**src/rtl/noise_gate.sv**
```systemverilog
// Noise gate: peak envelope follower, five-state gate FSM with hold timer, linear gain ramp.
// One-cycle sample latency; no backpressure, a sample is consumed on every clk_48 edge.
module noise_gate #(
  parameter int HOLD         = 2400,
  parameter int ATTACK_STEP  = 64,
  parameter int RELEASE_STEP = 8,
  parameter int ENV_SHIFT    = 6
) (
  input  logic        clk_48,
  input  logic        reset,
  input  logic        enable,
  input  logic [14:0] threshold,
  input  logic [15:0] gateIn,
  output logic [15:0] gateOut,
  output logic        gate_open
);

  localparam int              HW        = (HOLD > 1) ? $clog2(HOLD) : 1;
  localparam logic [HW-1:0]   HOLD_INIT = HW'(HOLD - 1);
  localparam logic [15:0]     UNITY     = 16'h8000;
  localparam logic [16:0]     ATT_INC   = 17'(ATTACK_STEP);
  localparam logic [16:0]     REL_DEC   = 17'(RELEASE_STEP);

  typedef enum logic [2:0] {
    S_CLOSED  = 3'd0,
    S_ATTACK  = 3'd1,
    S_OPEN    = 3'd2,
    S_HOLD    = 3'd3,
    S_RELEASE = 3'd4
  } state_t;

  state_t             r_state;
  state_t             w_state_nxt;
  logic [14:0]        r_env;
  logic [15:0]        r_gain;
  logic [HW-1:0]      r_hold_cnt;
  logic [15:0]        r_out;
  logic               r_gate_open;

  logic [14:0]        w_abs;
  logic [14:0]        w_env_nxt;
  logic [14:0]        w_thr_close;
  logic               w_env_ge_open;
  logic               w_env_lt_close;
  logic [16:0]        w_gain_up;
  logic [15:0]        w_gain_att;
  logic [15:0]        w_gain_rel;
  logic [15:0]        w_gain_nxt;
  logic [HW-1:0]      w_hold_nxt;
  logic               w_gate_open_nxt;
  logic signed [32:0] w_prod;
  logic signed [32:0] w_shift;
  logic [15:0]        w_out_sat;

  // -32768 has no positive 16-bit counterpart, so it clips to 32767.
  always_comb begin
    w_abs = gateIn[14:0];
    if (gateIn[15]) begin
      if (gateIn[14:0] == 15'd0) begin
        w_abs = 15'h7fff;
      end else begin
        w_abs = ~gateIn[14:0] + 15'd1;
      end
    end
  end

  assign w_env_nxt      = (w_abs > r_env) ? w_abs : (r_env - (r_env >> ENV_SHIFT));
  assign w_thr_close    = threshold >> 1;
  assign w_env_ge_open  = (r_env >= threshold);
  assign w_env_lt_close = (r_env < w_thr_close);

  assign w_gain_up  = {1'b0, r_gain} + ATT_INC;
  assign w_gain_att = (w_gain_up >= {1'b0, UNITY}) ? UNITY : w_gain_up[15:0];
  assign w_gain_rel = ({1'b0, r_gain} > REL_DEC) ? (r_gain - REL_DEC[15:0]) : 16'd0;

  always_ff @(posedge clk_48) begin
    if (reset) begin
      r_state <= S_CLOSED;
    end else begin
      r_state <= w_state_nxt;
    end
  end

  // Level decisions use the registered envelope, so the FSM lags the peak by one edge.
  always_comb begin
    w_state_nxt = r_state;
    w_gain_nxt  = r_gain;
    w_hold_nxt  = r_hold_cnt;
    if (!enable) begin
      w_state_nxt = S_OPEN;
      w_gain_nxt  = UNITY;
      w_hold_nxt  = '0;
    end else begin
      case (r_state)
        S_CLOSED: begin
          if (w_env_ge_open) w_state_nxt = S_ATTACK;
        end
        S_ATTACK: begin
          if (w_env_lt_close) begin
            w_state_nxt = S_RELEASE;
          end else begin
            w_gain_nxt = w_gain_att;
            if (w_gain_att == UNITY) w_state_nxt = S_OPEN;
          end
        end
        S_OPEN: begin
          if (w_env_lt_close) begin
            w_state_nxt = S_HOLD;
            w_hold_nxt  = HOLD_INIT;
          end
        end
        S_HOLD: begin
          if (w_env_ge_open) begin
            w_state_nxt = S_OPEN;
          end else if (r_hold_cnt == '0) begin
            w_state_nxt = S_RELEASE;
          end else begin
            w_hold_nxt = r_hold_cnt - 1'b1;
          end
        end
        S_RELEASE: begin
          if (w_env_ge_open) begin
            w_state_nxt = S_ATTACK;
          end else begin
            w_gain_nxt = w_gain_rel;
            if (w_gain_rel == 16'd0) w_state_nxt = S_CLOSED;
          end
        end
        default: begin
          w_state_nxt = S_CLOSED;
          w_gain_nxt  = 16'd0;
          w_hold_nxt  = '0;
        end
      endcase
    end
  end

  always_comb begin
    w_gate_open_nxt = (w_state_nxt != S_CLOSED);
  end

  assign w_prod  = $signed(gateIn) * $signed({1'b0, r_gain});
  assign w_shift = w_prod >>> 15;

  always_comb begin
    if (w_shift > 33'sd32767) begin
      w_out_sat = 16'h7fff;
    end else if (w_shift < -33'sd32768) begin
      w_out_sat = 16'h8000;
    end else begin
      w_out_sat = w_shift[15:0];
    end
  end

  always_ff @(posedge clk_48) begin
    if (reset) begin
      r_env       <= 15'd0;
      r_gain      <= 16'd0;
      r_hold_cnt  <= '0;
      r_out       <= 16'd0;
      r_gate_open <= 1'b0;
    end else begin
      r_env       <= w_env_nxt;
      r_gain      <= w_gain_nxt;
      r_hold_cnt  <= w_hold_nxt;
      r_out       <= w_out_sat;
      r_gate_open <= w_gate_open_nxt;
    end
  end

  assign gateOut   = r_out;
  assign gate_open = r_gate_open;

endmodule

```
**config.mk**
```make
export PLATFORM = sky130hd
export DESIGN_NAME = noise_gate
export DESIGN_NICKNAME = d
export VERILOG_FILES = /design/src/rtl/noise_gate.sv
export SDC_FILE = /design/constraint.sdc
export NUM_CORES = 1
export LEC_CHECK = 0
export ABC_AREA = 1
export ABC_CLOCK_PERIOD_IN_PS = 14550
export CORE_MARGIN = 3
export CORE_UTILIZATION = 25
export DETAILED_ROUTE_END_ITERATION = 7
export GPL_TIMING_DRIVEN = 0
export PLACE_DENSITY = 0.5
export SLEW_MARGIN = 20
export SYNTH_ARGS = -nofsm -noshare
export SYNTH_HDL_FRONTEND = slang
export SYNTH_SLANG_ARGS = --single-unit
```
**constraint.sdc**
```tcl
create_clock -name clk_48 -period 14.55 [get_ports clk_48]
set_clock_uncertainty 0.2 [all_clocks]
set_input_delay 2.91 -clock clk_48 [delete_from_list [all_inputs] [get_ports clk_48]]
set_output_delay 2.91 -clock clk_48 [all_outputs]
set_load 0.02 [all_outputs]
```
# ---- After elaboration in Yosys (flattened, before gate mapping)
# Index checks and enable logic that the tools add are counted.
dict set report op_classes {
  addsub 5
  multipliers 1
  div 0
  order_cmp 7
  eq_ne 13
  n_shift 0
  muxes 25
  bitwise 4
  n_reduce_logical 12
}
# cell n
set op_table {}
lappend op_table {{16-bit 2-to-1 mux} 6}
lappend op_table {{15-bit 2-to-1 mux} 4}
lappend op_table {{16-bit case mux with 3 select lines} 1}
lappend op_table {{12-bit 2-to-1 mux} 3}
lappend op_table {{12-bit case mux with 3 select lines} 1}
lappend op_table {{16-bit by 17-bit multiplier with 33-bit output} 1}
lappend op_table {{3-bit 2-to-1 mux} 9}
lappend op_table {{18-bit by 16-bit greater-than comparator with 1-bit output, second input constant} 1}
lappend op_table {{18-bit by 16-bit less-than comparator with 1-bit output, second input constant} 1}
lappend op_table {{16-bit by 7-bit adder with 17-bit output, second input constant} 1}
lappend op_table {{17-bit by 16-bit greater-or-equal comparator with 1-bit output, second input constant} 1}
lappend op_table {{16-bit equality test, second input constant} 1}
lappend op_table {{16-bit by 4-bit greater-than comparator with 1-bit output, second input constant} 1}
lappend op_table {{16-bit logical NOT} 1}
lappend op_table {{16-bit by 4-bit subtractor with 16-bit output, second input constant} 1}
lappend op_table {{15-bit by 1-bit adder with 15-bit output, second input constant} 1}
lappend op_table {{15-bit greater-or-equal comparator} 1}
lappend op_table {{15-bit greater-than comparator} 1}
lappend op_table {{15-bit logical NOT} 1}
lappend op_table {{15-bit by 14-bit less-than comparator with 1-bit output} 1}
lappend op_table {{15-bit inverter} 1}
lappend op_table {{3-bit case mux with 5 select lines} 1}
lappend op_table {{15-bit by 9-bit subtractor with 15-bit output} 1}
lappend op_table {{12-bit logical NOT} 1}
lappend op_table {{13 further kinds} 25}
dict set report word_totals {
  regBits 63
  latch_bits 0
  mem_bits_rw 0
  mem_bits_ro 0
  in_bits 34
  n_memories 0
}

# ---- Logic depth before layout (Yosys ltp)
dict set report logic_depth {
  depth_word 9
  mapped_depth 30
}

# ---- Least setup slack after synthesis
# Ideal clock, no wire load.
dict set report synth_timing {
  path_type {input to register}
  startpoint {in gateIn[15]}
  endpoint {reg r_out[0] (netlist: gateOut[0])}
  setup_ns 0.139
  t_arrival_ns 8.599
  required_ns 14.211
  slack_ns 5.612
  path_stages 25
  path_cell_list {buf_2 > inv_1 > clkbuf_1 > buf_1 > nor2_1 > fa_1 > fa_1 > fa_1 > fa_1 > fa_1 > inv_1 > fa_1 > inv_1 > ha_1 > a21oi_2 > nand2_1 > nand2_1 > nand2_1 > a21oi_1 > nand2_1 > nand2_1 > nand2_2 > o21ai_4 > buf_6 > a21oi_2}
}
dict set report synth_between {
  elab_chain_cells 4
  elab_cells_between_ends 5
}
# element line_no
set synth_rtl {}
lappend synth_rtl {{start: declaration} 13} ;# input logic [15:0] gateIn,
lappend synth_rtl {{16-bit by 17-bit multiplier with 33-bit output *} 142} ;# assign w_prod = $signed(gateIn) * $signed({1'b0, r_gain});
lappend synth_rtl {{18-bit by 16-bit less-than comparator with 1-bit output} 148} ;# end else if (w_shift < -33'sd32768) begin
lappend synth_rtl {{16-bit 2-to-1 mux} 148}
lappend synth_rtl {{15-bit 2-to-1 mux *} 146} ;# if (w_shift > 33'sd32767) begin
lappend synth_rtl {{end signal: assignment} 166} ;# r_out <= w_out_sat;
lappend synth_rtl {{end: declaration} 37} ;# logic [15:0] r_out;
# Every way passes the cells marked *; elsewhere a longest branch is shown, timed or not.
# A chain may end at the register's enable or synchronous reset.

# ---- Worst setup path after layout
dict set report layout_timing {
  startpoint {in gateIn[15]}
  endpoint {reg r_out[3] (netlist: gateOut[3])}
}
# Same word-level chain as after synthesis.

==> summary.txt <==
Floorplanning
  • I/O pin cnt: 51
  • Chip Width: 248 um
  • Die height: 248 um
  • Die ar.: 61600 um^2
  • Row Count: 88
  • Initial core utilization: 25.3%
  • Core ar.: 57900 um^2

Worst setup path
  • Worst EP arrival: 10.37 ns
  • Worst endpoint required time: 14.55 ns
  • Crit path to: gateOut[3]
  • CP max FO: 10
  • WS Path Type: in2reg
  • Register-to-Register Path Depth: 24
  • FF-to-FF Start: r_gain[12]
  • CP Capture Type: flop
  • FF-to-FF setup slack: 7.27 ns
  • Crit start category: primary input
  • Reg2reg end: gateOut[3]
  • Critical path origin: gateIn[15]

Final layout
  • Commonest cells after routing, fill and taps aside: 501 x inv_1, 501 x nand2_1, 194 x fa_1
  • Final net count: 2544
  • Area growth syn-to-layout: 11.3%
  • Fillcell total: 6442
  • Register area: 1260 um^2
  • ANT cells: 0
  • Multi-input gate area: 11100 um^2
  • Share of cells above drive strength 1: 5.41%

Route
  • Vias per cell: 4.41
  • Post-route ant nets: 0
  • DRC: 0
  • Post-Route WL: 43.5 mm
  • Initial drt markers: 817
  • DRT Pass-1 Iters: 5
  • Vias: 12800
  • Routed length per instance: 15.0 um

Logic synthesis
  • Main combinational cell family by area after synthesis: adder cells
  • Dominant cell type by area after synthesis: fa_1
  • Simple-Gate Fraction of Synth Area: 22.9%
  • Post-Synth Adder-Cell Area: 41.6%
  • Net Count, Synth: 2491
  • Post-synthesis mux area share: 0%
  • Synth area leaders: fa_1 26%, ha_1 15%, inv_1 13%
  • Yosys top cell area share: 26.5%
  • Sequential-to-total area share from yosys stat: 8.60%
  • Synth Register Bits: 63
  • Synth cell types: 50
  • Post-synthesis cell count: 2086
  • Synthesized area per cell: 7.03 um^2
  • Synth Area in XOR/XNOR: 2.63%
  • Synth Cell Area: 14700 um^2
  • Synth Area in Compound Gates: 8.78%
  • Yosys warns: 0

STA
  • Rel. slew slack: 32.7%
  • Tmin final: 10.37 ns
  • Worst-margin pin slew: 1.01 ns
  • RSZ-0062 raised after global routing: false
  • Final hold slack: 0.286 ns
  • Final hold vios: 0
  • Setup violators final: 0
  • Setup TNS: 0 ns
  • Max-slew violation count: 0
  • Fmax: 0.0965 GHz
  • Period utilization: 71.3%

Clock tree
  • Total CTS buffers: 9
  • H-tree depth: 3
  • Resized cells post-CTS: 0
  • Cts hold-fix bufs: 0
  • Clock Sink Count: 63
  • TritonCTS clock tree: built
  • Clock Tree Root: clkbuf_16
  • Clk_lat worst skew: 0.37 ns
  • Longest Clk Path Bufs: 2
  • Post-CTS Setup Bufs: 0
  • Clock transition at the registers of the reported paths: 0.06 ns

Power
  • Switching share of power: 52.8%
  • Sequential power share: 16.4%
  • Internal: 0.725 mW
  • Static leakage: 9.04 nW
  • Net Sw Power: 0.811 mW
  • Comb pwr share: 69.6%
  • Peak supply drop: 77.3 uV
  • Clk pwr share: 14.0%
  • PwrDens: 94.1 nW/um^2

Place
  • IO Port Bufs: 42
  • Gpl congestion: 0.885
  • Dpl hpwl: 36.7 mm

Worst hold path
  • Worst hold path stage count: 2
  • Tightest Hold Check Type: reg2reg

Global route
  • Vias in the first global route: 13300
  • Pin count of the biggest net entering global routing: 13
  • Aggregate global routing overflow: 0
  • Initial antenna violation count: 0
  • First-pass GRT wire length: 72.1 mm
  • GRT Total Usage: 14.8%

Job
  • Max Cap Violations: 0

Outcome
  • Status: finished, final reports clean
==> cell families after synthesis <==
family                   Yosys count
buffers and inverters            588
XOR/XNOR                          44
AND/OR/NAND/NOR                  795
flip-flops                        63
adder cells (fa/ha/maj)          371
AO/OA/AOI/OAI                    225
==> cell usage after synthesis (all sizes together) <==
cell,count
nand2,521
dfxtp,63
or3,2
a21o,4
xor2,31
a21boi,5
nand3b,4
a211oi,3
nand4,16
fa,194
and3,1
nand3,68
o22ai,3
clkbuf,29
xnor2,13
o21bai,8
ha,177
clkinv,1
nor3,26
o21a,4
a31oi,8
nor4b,1
or2,5
a21oi,113
buf,48
o21ai,73
o31ai,2
nor4,2
o31a,1
inv,510
nor2,149
o2111ai,1
==> routing by layer <==
metal  track usage (%)  vias up  routed length (um)  share of wire, %
met1              20.7     6116               21300                49
met5                 0        -                   0                 0
met2              23.7      278               19200                44
met4              3.89        0                1030               2.4
li1                  -     6374                   -                 -
met3              2.25       56                1940               4.4
==> worst max-delay path: stages <==
cell and delay, ns:
clkdlybuf4s50_1 0.59, buf_2 0.28, inv_1 0.12, clkbuf_1 0.40, buf_1 0.63, nor2_1 0.14, fa_1 0.56, fa_1 0.53
fa_1 0.53, fa_1 0.52, fa_1 0.60, inv_1 0.08, fa_1 0.54, inv_1 0.05, ha_1 0.41, a21oi_2 0.23
nand2_1 0.11, nand2_1 0.07, nand2_1 0.07, a21oi_1 0.25, nand2_1 0.11, nand2_1 0.08, nand2_2 0.06, o21ai_4 0.20
buf_6 0.20, a21oi_2 0.07
==> power by group through the flow <==
stage | clock, mW | sequential (mW) | combinational [mW]
2_1_floorplan | 0 | 0.259 | 0.769
3_3_place_gp | 0 | 0.254 | 1.05
3_5_place_dp | 0 | 0.254 | 1.06
4_1_cts | 0.221 | 0.251 | 1.07
5_1_grt | 0.228 | 0.257 | 1.22
6_report | 0.215 | 0.252 | 1.07
==> metrics by stage <==
step | instance area [um^2] | total power [mW] | setup WS [ns] | util (%) | cells
after floorplan | 14700 | 1.03 | 5.61 | - | 2086
after global placement | 16000 | 1.31 | 3.81 | 27.7 | 2893
after CTS | 16300 | 1.55 | 4.18 | 28.2 | 2909
final | 16300 | 1.54 | 4.18 | 28.2 | 2909
after global routing | 16300 | 1.70 | 3.80 | 28.2 | 2909
after detailed placement | 16000 | 1.31 | 3.83 | 27.7 | 2893
==> cell type report <==
class,count,share of cell area [%]
buffer,77,2.20
clock inverter,7,0.299
timing repair buffer,42,2.58
inverter,511,11.8
clock buffer,9,1.38
tap,765,5.86
multi-input combinational,1435,68.2
sequential,63,7.73
==> state kept, by name (all words and copies together), names as in the netlist <==
register    flops
gate_open       1
r_gain         16
r_hold_cnt     12
r_env          15
gateOut        16
r_state         3
==> worst min-delay path by stage <==
stage             startpoint            end  slack, ns
2_1_floorplan  r_hold_cnt[7]  r_hold_cnt[7]       0.26
3_3_place_gp   r_hold_cnt[7]  r_hold_cnt[7]       0.28
3_5_place_dp   r_hold_cnt[7]  r_hold_cnt[7]       0.28
4_1_cts        r_hold_cnt[7]  r_hold_cnt[7]       0.29
5_1_grt        r_hold_cnt[7]  r_hold_cnt[7]       0.33
6_report       r_hold_cnt[7]  r_hold_cnt[7]       0.29
No activity file was read; power rests on OpenSTA's default activity.
